===== src/rtl/zbt_arbiter.sv =====
// zbt_arbiter: arbitrates one display read port and two write ports
// (camera, pattern/processor) onto a single ZBT SRAM command interface.
//
// Ports:
//   clock, reset        sole clock; asynchronous active-low reset
//   disp_req/disp_addr  display read request and word address
//   disp_gnt            display request accepted this cycle
//   disp_rdata/rvalid   registered read return, RD_LAT+1 cycles after transfer
//   cam_req/addr/wdata  camera write request, cam_gnt accepts it
//   pat_req/addr/wdata  pattern write request, pat_gnt accepts it
//   mem_addr/mem_write  registered ZBT address / write data
//   mem_wr              registered ZBT write strobe (0 = read or idle)
//   mem_read            ZBT read data, sampled RD_LAT cycles after the transfer
//
// Display has priority, but once DISP_BURST consecutive display grants have
// been issued a waiting writer takes the next slot. Writers alternate when
// both request.

module zbt_arbiter #(
   parameter int unsigned ADDR_W     = 19,
   parameter int unsigned DATA_W     = 36,
   parameter int unsigned RD_LAT     = 2,
   parameter int unsigned DISP_BURST = 8
) (
   input  logic              clock,
   input  logic              reset,
   input  logic              disp_req,
   input  logic [ADDR_W-1:0] disp_addr,
   output logic              disp_gnt,
   output logic [DATA_W-1:0] disp_rdata,
   output logic              disp_rvalid,
   input  logic              cam_req,
   input  logic [ADDR_W-1:0] cam_addr,
   input  logic [DATA_W-1:0] cam_wdata,
   output logic              cam_gnt,
   input  logic              pat_req,
   input  logic [ADDR_W-1:0] pat_addr,
   input  logic [DATA_W-1:0] pat_wdata,
   output logic              pat_gnt,
   output logic [ADDR_W-1:0] mem_addr,
   output logic [DATA_W-1:0] mem_write,
   output logic              mem_wr,
   input  logic [DATA_W-1:0] mem_read
);

   localparam int unsigned      CNT_W     = $clog2(DISP_BURST + 1);
   localparam logic [CNT_W-1:0] BURST_MAX = CNT_W'(DISP_BURST);

   typedef enum logic {LAST_CAM, LAST_PAT} last_wr_t;

   last_wr_t          r_last_wr;
   logic [CNT_W-1:0]  r_burst;
   logic [RD_LAT:0]   r_tag;
   logic [ADDR_W-1:0] r_mem_addr;
   logic [DATA_W-1:0] r_mem_write;
   logic              r_mem_wr;
   logic [DATA_W-1:0] r_rdata;

   logic w_wr_any;
   logic w_force_wr;
   logic w_disp_gnt;
   logic w_wr_slot;
   logic w_cam_pick;
   logic w_cam_gnt;
   logic w_pat_gnt;

   // Grants are gated by reset directly so nothing is accepted while the
   // registered state is being held clear.
   always_comb begin
      w_wr_any   = cam_req | pat_req;
      w_force_wr = (r_burst == BURST_MAX) && w_wr_any;
      w_disp_gnt = reset && disp_req && !w_force_wr;
      w_wr_slot  = reset && w_wr_any && !w_disp_gnt;
      // Camera wins a tie only when the pattern port was served last.
      w_cam_pick = cam_req && (!pat_req || (r_last_wr == LAST_PAT));
      w_cam_gnt  = w_wr_slot && w_cam_pick;
      w_pat_gnt  = w_wr_slot && !w_cam_pick;
   end

   always_ff @(posedge clock or negedge reset) begin
      if (!reset) begin
         r_last_wr   <= LAST_PAT;
         r_burst     <= '0;
         r_tag       <= '0;
         r_mem_addr  <= '0;
         r_mem_write <= '0;
         r_mem_wr    <= 1'b0;
         r_rdata     <= '0;
      end else begin
         r_mem_wr <= w_cam_gnt | w_pat_gnt;

         if (w_cam_gnt) begin
            r_mem_addr  <= cam_addr;
            r_mem_write <= cam_wdata;
            r_last_wr   <= LAST_CAM;
         end else if (w_pat_gnt) begin
            r_mem_addr  <= pat_addr;
            r_mem_write <= pat_wdata;
            r_last_wr   <= LAST_PAT;
         end else if (w_disp_gnt) begin
            r_mem_addr <= disp_addr;
         end

         if (w_cam_gnt || w_pat_gnt || !disp_req) begin
            r_burst <= '0;
         end else if (w_disp_gnt && (r_burst != BURST_MAX)) begin
            r_burst <= r_burst + CNT_W'(1);
         end

         // Tag bit k is set k+1 cycles after a read transfer. Read data is
         // captured one stage before the final tag so that data and valid
         // leave together from registers.
         r_tag <= {r_tag[RD_LAT-1:0], w_disp_gnt};
         if (r_tag[RD_LAT-1]) begin
            r_rdata <= mem_read;
         end
      end
   end

   assign disp_gnt    = w_disp_gnt;
   assign cam_gnt     = w_cam_gnt;
   assign pat_gnt     = w_pat_gnt;
   assign mem_addr    = r_mem_addr;
   assign mem_write   = r_mem_write;
   assign mem_wr      = r_mem_wr;
   assign disp_rdata  = r_rdata;
   assign disp_rvalid = r_tag[RD_LAT];

endmodule


===== config.mk =====
export PLATFORM = sky130hd
export DESIGN_NAME = zbt_arbiter
export DESIGN_NICKNAME = d
export VERILOG_FILES = /design/src/rtl/zbt_arbiter.sv
export SDC_FILE = /design/constraint.sdc
export NUM_CORES = 1
export LEC_CHECK = 0
export ABC_AREA = 1
export ABC_CLOCK_PERIOD_IN_PS = 2100
export CAP_MARGIN = 5
export CORE_MARGIN = 2
export CORE_UTILIZATION = 39
export DETAILED_ROUTE_END_ITERATION = 8
export GPL_TIMING_DRIVEN = 0
export MAX_ROUTING_LAYER = met4
export PLACE_DENSITY = 0.88
export SETUP_SLACK_MARGIN = 0.02
export SLEW_MARGIN = 0
export SYNTH_ARGS = -nofsm -noshare
export SYNTH_HDL_FRONTEND = slang
export SYNTH_SLANG_ARGS = --single-unit
export TNS_END_PERCENT = 100

===== constraint.sdc =====
create_clock -name clock -period 2.1 [get_ports clock]
set_input_delay 0.315 -clock clock [delete_from_list [all_inputs] [get_ports clock]]
set_output_delay 0.315 -clock clock [all_outputs]
set_load 0.02 [all_outputs]

* Word level (Yosys, flattened, before mapping)
Cells that the tools add are included.
Storage, ports and cells: memories 0, output and inout port bits 96, bits in writable memories 0, logic and storage cells 41, memory bits (read-only) 0, latch bits 0, bits in registers 100
Operators by class: shift-type cells 0, $lt $le $gt $ge 0, bitwise gates (word level) 2, div/mod/pow operators 0, add/sub/neg operators 1, multipliers 0, multiplexer cells 9, equality and inequality tests 2, reductions and logical operators 20
Operators with widths (number):
- 2-to-1 mux 36 bit | 2
- 2-to-1 mux 19 bit | 3
- logical AND 1 bit | 9
- 2-to-1 mux 4 bit | 2
- logical NOT 1 bit | 5
- adder 4 x 1 -> 4 bit, second input constant | 1
- equality test 4 bit, second input constant | 1
- != test 4 bit, second input constant | 1
- nonzero test 2 bit | 2
- logical OR 1 bit | 3
- nonzero test 3 bit | 1
- 2-to-1 mux 1 bit | 2
- bitwise OR 1 bit | 2

* Depth between registers and ports, before layout
Gate-level depths: netlist of run 1.
depth in word-level cells 10, depth in mapped cells 13, depth with buffers taken out 12

* Worst setup path before layout of run 1
No wires, ideal clock.
kind reg2out, start register r_burst[0], end output port cam_gnt, data arrival time 1354 ps, required time 1785 ps, setup slack 431 ps, stages on the path, launching flop included 10, cell sequence dfrtp_1 inv_1 ha_1 nand2_1 nor2_2 nand2_1 nand2_4 nand3_4 inv_2 buf_6
Between the ends: longest elaborated chain between the ends 7
Ends and longest elaborated chain:
- start, declared | line 52 | logic [CNT_W-1:0] r_burst;
- start signal, assigned | line 107 | r_burst <= r_burst + CNT_W'(1);
- equality test 4 bit | line 71 | w_force_wr = (r_burst == BURST_MAX) && w_wr_any;
- logical AND 1 bit | line 71
- logical NOT 1 bit | line 72 | w_disp_gnt = reset && disp_req && !w_force_wr;
- logical AND 1 bit | line 72
- logical NOT 1 bit | line 73 | w_wr_slot = reset && w_wr_any && !w_disp_gnt;
- logical AND 1 bit | line 73
- logical AND 1 bit | line 76 | w_cam_gnt = w_wr_slot && w_cam_pick;
- end, declared | line 35 | output logic cam_gnt,
Every way passes these cells.

* Final worst setup path of run 1
start register r_burst[1], end output port disp_gnt
Between the ends: longest elaborated chain between the ends 4
Ends and longest elaborated chain:
- equality test 4 bit | line 71
- logical AND 1 bit | line 71
- logical NOT 1 bit | line 72
- logical AND 1 bit | line 72
- end, declared | line 29 | output logic disp_gnt,
Every way passes these cells.

==> out/qor.yml, run 1 <==
yosys:
  ys_warn_count: 0
  synth_nets: 681
  ys_ff_latch: 100
  synthTopCellsByArea: "dfrtp_1, nand2_1, mux2_2, nand3_1, inv_1"
  ys_seq_area_frac: 0.5385
  synth.distinct_cells: 26
  syn_area_per_cell_um2: 9.134
  yosysTopAreaCell: "dfrtp_1"
  yosys.area.top_type_share: 0.5328
  syn_area_um2: 4649
  synthCells: 509
floorplanning:
  die_area_um2: 12810
  die_y_um: 113.2
  io_pins: 266
  core_um2: 11520
  start_util: 0.4037
  rows: 39
  die-width_um: 113.2
grt:
  grt_pass1_wl_um: 23160
  grtUsageTotal: 0.2339
  grt_start_max_net_pins: 63
  antenna_found_initial: 1
  grt_pass1_vias: 4714
  grt_overflow: 0
detailed_routing:
  ant_nets: 0
  vias: 4592
  initialDrtViolationCount: 222
  first_pass_iters: 9
  totalWireLength_um: 14730
  routedWlPerCell_um: 15.53
  drc: 19
  vias_per_cell: 4.844
sta:
  fin_skew_ns: 0.008649
  min_period_ns: 2.018
  final_max_slew_viol_count: 0
  rsz0062_at_grt: "false"
  period_share: 0.9610
  setup_viol: 0
  worst_slack_ns: 0.08200
  slew-limit-headroom: 0.6837
  worstMarginPinSlew_ns: 0.4745
  fmax_mhz: 495.5
  whs_ns: -0.05872
  final_hold_viol_count: 58
finish:
  final_cell_mix: "clkdlybuf4s50_1, nand2_1, dfrtp_1"
  fill_cells: 855
  fin_nets: 971
  post-route-util: 0.6922
  synthToLayoutAreaGrowth_pct: 71.45
  final_common_cell: "clkdlybuf4s50_1"
  drive_gt1_frac: 0.1393
setup_path:
  endpoint_kind: "primary output"
  required_ns: 1.78
  timing.critical_path.to: "disp_gnt"
  cp.depth: 9
  crit_family: "buffers and inverters"
  arrival_ns: 1.70
  slowest_stage: "dfrtp_1"
  r2r_start: "r_burst[1]"
  r2r_end: "mem_addr[15]"
  slowest_delay_ns: 0.40
  cp-start-kind: "register"
  rr_worst_depth: 14
  cp_num_buf_inv: 4
  crit_chain: "inv_2, ha_1, nand2_1, nor2_2, nand2_2, nand2_4, buf_6, inv_1, buf_2"
  crit_type: "register to primary output"
  r2r_slack_ns: 0.15
  cp_max_fo: 10
  crit_path_start: "r_burst[1]"
hold_path:
  hold_class: "input pin to asynchronous set/reset pin"
job:
  drv_cap: 0
place:
  place_congestion: 0.8296
  place_hpwl_um: 11200
  post-place-ws_ns: -0.8675
  portBuffers: 265
status:
  status: "finished with violations"
  violations: "DRC, hold timing"
clock_network:
  clk_latency_ns: 0.34
  cts_made_buffers: 9
  cts_root_buf: "clkbuf_16"
  clk_pin_slew_ns: 0.07
  clk_path_buf_depth: 2
  clock_sinks: 100
  htree_levels: 3
  cts_tree: "built"
  postCtsHoldBufs: 2
power_and_ir_drop:
  p_per_area_nw_per_um2: 773.4
  p_total_w: 0.006165
  cellLeakagePower_nw: 3.660
  ir_drop_uv: 533.4
state kept, by name (all words and copies together) (netlist names):
signal / flops
r_burst: 4
mem_write: 36
mem_addr: 19
disp_rdata: 36
r_last_wr: 1
mem_wr: 1
r_tag: 3
kinds of logic (layout without fill, tap and decap cells):
| logic type | Yosys count | count (layout) | share of synthesized area |
|---|---|---|---|
| AOI/OAI and AO/OA | 32 | 32 | 0.04548 |
| xor gates and xnor gates | 2 | 2 | 0.003768 |
| adders and majority gates | 2 | 2 | 0.005381 |
| buffers and inverters | 63 | 358 | 0.07158 |
| DFF | 100 | 100 | 0.5385 |
| muxes | 36 | 36 | 0.08719 |
| other | 0 | 1 | 0 |
| and+or+nand+nor | 274 | 274 | 0.2481 |
worst register-to-register path: cells and delay by family (launching register included):
kind | cells | cell delay (ns)
AND/OR/NAND/NOR | 9 | 0.78
adder cells (fa/ha/maj) | 1 | 0.14
flip-flops | 1 | 0.40
buffers and inverters | 4 | 0.51
cells in the mapped netlist:
library cell / number
nor2_2: 2
clkinv_4: 1
nand2_1: 195
inv_1: 32
buf_6: 9
a21oi_2: 4
xor2_1: 2
o21ai_1: 2
clkbuf_1: 5
buf_8: 1
nor2_1: 23
inv_2: 6
a21oi_4: 1
inv_4: 1
dfstp_2: 1
nand4_1: 10
dfrtp_1: 99
nand3_1: 38
nand2_2: 2
o21ai_0: 15
mux2_2: 36
nand3_4: 2
ha_1: 2
buf_2: 8
nand2_4: 2
o21bai_1: 10
timing repair:
| action | 4_1_cts | 5_1_grt |
|---|---|---|
| endpoints found under the hold margin | 41 | 58 |
| pin swaps | 5 | 4 |
| resized for setup | 27 | 1 |
| setup buffers | 11 | 2 |
| setup endpoints to repair | 3 | 4 |
routing by layer:
layer	vias up	share of wire	track usage	wire, µm
met3	36	0.079	0.04499	1165
met5	-	0	-	0
li1	2190	-	-	-
met1	2141	0.40	0.2761	5821
met4	0	0.028	0.08780	410
met2	225	0.50	0.3980	7328
how the worst min path moves through the flow:
stage / slack, ns / from / cells after the start / to
2_1_floorplan: 0.02 / reset / 0 / disp_rdata[0]
3_3_place_gp: 0.34 / r_tag[0] / 0 / r_tag[1]
3_5_place_dp: 0.33 / r_tag[0] / 0 / r_tag[1]
4_1_cts: -0.04 / reset / 2 / mem_addr[12]
5_1_grt: -0.03 / reset / 2 / mem_addr[12]
6_report: -0.06 / reset / 2 / mem_addr[12]
metrics by stage:
step                      hold WS (ns)  std cells   TNS, ns  area (µm²)
after floorplan                0.01941        509         0        4649
after global placement          0.3388        917   -511.82        7481
after detailed placement        0.3347        918    -12.35        7506
after CTS                     -0.04203        946  -0.01893        7969
after global routing          -0.03376        948         0        7971
final                         -0.05872        948         0        7971
cell type report:
class	instances	area, µm²	area share
Buffer	21	158.9	0.01993
Sequential cell	100	2504	0.3141
Clock buffer	9	225.2	0.02825
Antenna cell	1	2.502	0.0003139
Clock inverter	7	96.34	0.01209
Tap cell	143	178.9	0.02245
Timing Repair Buffer	281	2820	0.3538
Multi-Input combinational cell	346	1815	0.2278
Inverter	40	170.2	0.02135
where the power goes:
group          internal [W]  switching [W]  leakage [nW]
Combinational       0.00105       0.000942          2.29
Clock               0.00105       0.000735         0.161
Sequential          0.00222       0.000160          1.21
(Power assumes the default switching activity.)
==> run 2: changes to the inputs <==
- CORE_MARGIN: 2 -> 4
==> run 2 against run 1 <==
  * The run now ends clean
  * Routed wire length up 3.7%
  * Non-clock buffer count up 3
  * Sequential share of layout area down 0.15 points
  * Count of clock-buffer cells in the layout up 3
  * Global-route usage down 1.3 points
  * Sequential cell count unchanged
  * Fmax up 1.5%
  * Final cell count up 0.11%
  * Highest routed layer unchanged
==> out/qor.yml, run 2 (same netlist as run 1, synthesis figures left out) <==
status:
  status: "finished, final reports clean"
power_and_ir_drop:
  power_frac_comb: 0.332  # +0.008
  p_switching_w: 0.001793  # -2.4%
  intPower_w: 0.004273  # -1.3%
  cellLeakagePower_nw: 3.677  # +0.46%
  pwr-share-clk: 0.276  # -0.014
  seq_power_share: 0.392  # +0.006
  p_per_area_nw_per_um2: 757.3  # -2.1%
  switching_share: 0.2956  # -0.002346
  ir_drop_uv: 538.4  # +0.93%
  p_total_w: 0.006066  # -1.6%
setup_path:
  endpoint_kind: "primary output"
  crit_family: "buffers and inverters"
  cp-start-kind: "input pin"
  slowest_delay_ns: 0.56  # +0.16 ns
  cp_num_buf_inv: 6  # +2
  arrival_ns: 1.67  # -0.03 ns
  path_common_cell: "nand2_2"
  crit_chain: "clkdlybuf4s50_1, inv_2, nand2_2, nand2_2, clkinv_4, buf_8, nand3_4, inv_8, buf_6"
  crit_type: "input pin to primary output"
  cp_max_fo: 11  # +1
  slowest_stage: "clkdlybuf4s50_1"
  required_ns: 1.78  # about the same
detailed_routing:
  vias: 4496  # -2.1%
  ant_nets: 0  # unchanged
  initialDrtViolationCount: 255  # +15%
  totalWireLength_um: 15270  # +3.7%
  routedWlPerCell_um: 16.09  # +3.6%
  first_pass_iters: 4  # -5
  vias_per_cell: 4.738  # -2.2%
  drc: 0  # -19
floorplanning:
  die_area_um2: 13730  # +7.2%
  rows: 39  # unchanged
  die-width_um: 117.2  # +3.5%
  io_pins: 266  # unchanged
  start_util: 0.4020  # -0.001704
  core_um2: 11560  # +0.42%
  die_y_um: 117.2  # +3.5%
job:
  drv_cap: 0  # unchanged
clock_network:
  cts_made_buffers: 9  # unchanged
  clk_path_buf_depth: 2  # unchanged
  htree_levels: 3  # unchanged
  clk_latency_ns: 0.33  # about the same
  clock_sinks: 100  # unchanged
  clk_pin_slew_ns: 0.06  # about the same
  cts_root_buf: "clkbuf_16"
  cts_tree: "built"
grt:
  grt_start_max_net_pins: 43  # -32%
  grt_pass1_vias: 4567  # -3.1%
  grtUsageTotal: 0.2207  # -0.01317
  antenna_found_initial: 0  # -1
  grt_overflow: 0  # unchanged
  grt_pass1_wl_um: 22590  # -2.5%
sta:
  setup_viol: 0  # unchanged
  whs_ns: 0.04707  # +0.1058 ns
  fmax_mhz: 502.9  # +1.5%
  final_hold_viol_count: 0  # -100%
  min_period_ns: 1.989  # -0.02937 ns
  fin_skew_ns: 0.008935  # +0.0002852 ns
  rsz0062_at_grt: "false"
  setup-tns-final_ns: 0  # unchanged
  final_max_slew_viol_count: 0  # unchanged
  period_share: 0.9470  # -0.01399
  slew-limit-headroom: 0.6835  # about the same
  worstMarginPinSlew_ns: 0.4748  # +0.0002540 ns
place:
  place_hpwl_um: 11510  # +2.8%
  place_congestion: 0.8302  # about the same
  numPlacedInstances: 918  # unchanged
  portBuffers: 265  # unchanged
finish:
  post-route-util: 0.6926  # about the same
  antenna_cells: 0  # -1
  fin_nets: 974  # +0.31%
  drive_gt1_frac: 0.1402  # +0.0008950
  fill_cells: 868  # +1.5%
  final_cell_mix: "clkdlybuf4s50_1, nand2_1, dfrtp_1"
  final_common_cell: "clkdlybuf4s50_1"
  synthToLayoutAreaGrowth_pct: 72.28
  layout.cells.non_filler: 949  # +0.11%
hold_path:
  hold_class: "input pin to asynchronous set/reset pin"
==> run 2: changes by cell type in the layout (fill, tap and decap cells not counted), sizes merged <==
cell,previous run,this run
clkinv,3,2
clkinvlp,0,1
bufbuf,0,1
bufinv,2,1
buf,36,38
diode,1,0
clkbuf,14,17
inv,42,39
==> run 2: timing repair <==
action / 4_1_cts / 5_1_grt
endpoints found under the hold margin: 42 / 0
endpoints found under the setup margin: 4 / 8
cloned: 1 / 0
gates resized for setup: 27 / 1
hold buffers: 3 / 0
buffers inserted: 10 / 4
pin swaps: 5 / 3
==> run 2: routing by layer <==
metal  routed length (µm)  global-route usage  vias to the layer above
li1                     -                   -                     2206
met3                 1380             0.05758                       24
met4                  267             0.07263                        0
met2                 7687              0.3771                      201
met1                 5939              0.2523                     2065
met5                    0                   -                        -
==> run 2: final timing paths <==
path / startpoint / to / slack (ns) / cells after the start
setup reg to reg: r_burst[0] / mem_addr[1] / 0.19 / 13
hold / removal: reset / mem_addr[12] / 0.05 / 3
min in group clock: r_tag[0] / r_tag[1] / 0.35 / 0
setup / recovery: pat_req / pat_gnt / 0.11 / 9
max in group asynchronous: reset / mem_write[12] / 1.85 / 3
hold reg to reg: r_tag[0] / r_tag[1] / 0.35 / 0
==> run 2: worst reg2reg max path, cell delays in order (launching register included) <==
cell and delay (ns):
dfrtp_1 0.39, inv_1 0.08, ha_1 0.14, nand2_1 0.06, nor2_2 0.12, nand2_2 0.08
nand2_4 0.10, nand3_4 0.12, buf_4 0.15, buf_4 0.15, buf_6 0.14, o21ai_0 0.15
nor2_1 0.07, nor2_1 0.10
==> run 2: layout make-up <==
type,count,area (µm²),share of cell area
plain buffers,21,158.9,0.01984
flip-flops and latches,100,2504,0.3126
inverters,40,170.2,0.02124
repair buffers,284,2880,0.3596
well taps,143,178.9,0.02234
multi-input cells,346,1815,0.2266
clock inverters,3,46.29,0.005779
clock buffers,12,256.5,0.03202
==> run 2: power by group through the flow <==
stage	Sequential (W)	Combinational, W	Clock (W)
6_report	0.00238	0.00201	0.00167
5_1_grt	0.00241	0.00216	0.00178
4_1_cts	0.00238	0.00203	0.00172
3_5_place_dp	0.00241	0.00198	0
3_3_place_gp	0.00240	0.00194	0
2_1_floorplan	0.00276	0.000494	0
==> run 2: per-stage QoR <==
step | worst slack [ns] | cell area [µm²]
after global placement | -4.118 | 7481
after global routing | 0.01795 | 8010
after floorplan | 0.4308 | 4649
after detailed placement | -0.8792 | 7506
final | 0.1114 | 8010
after CTS | -0.009515 | 7995
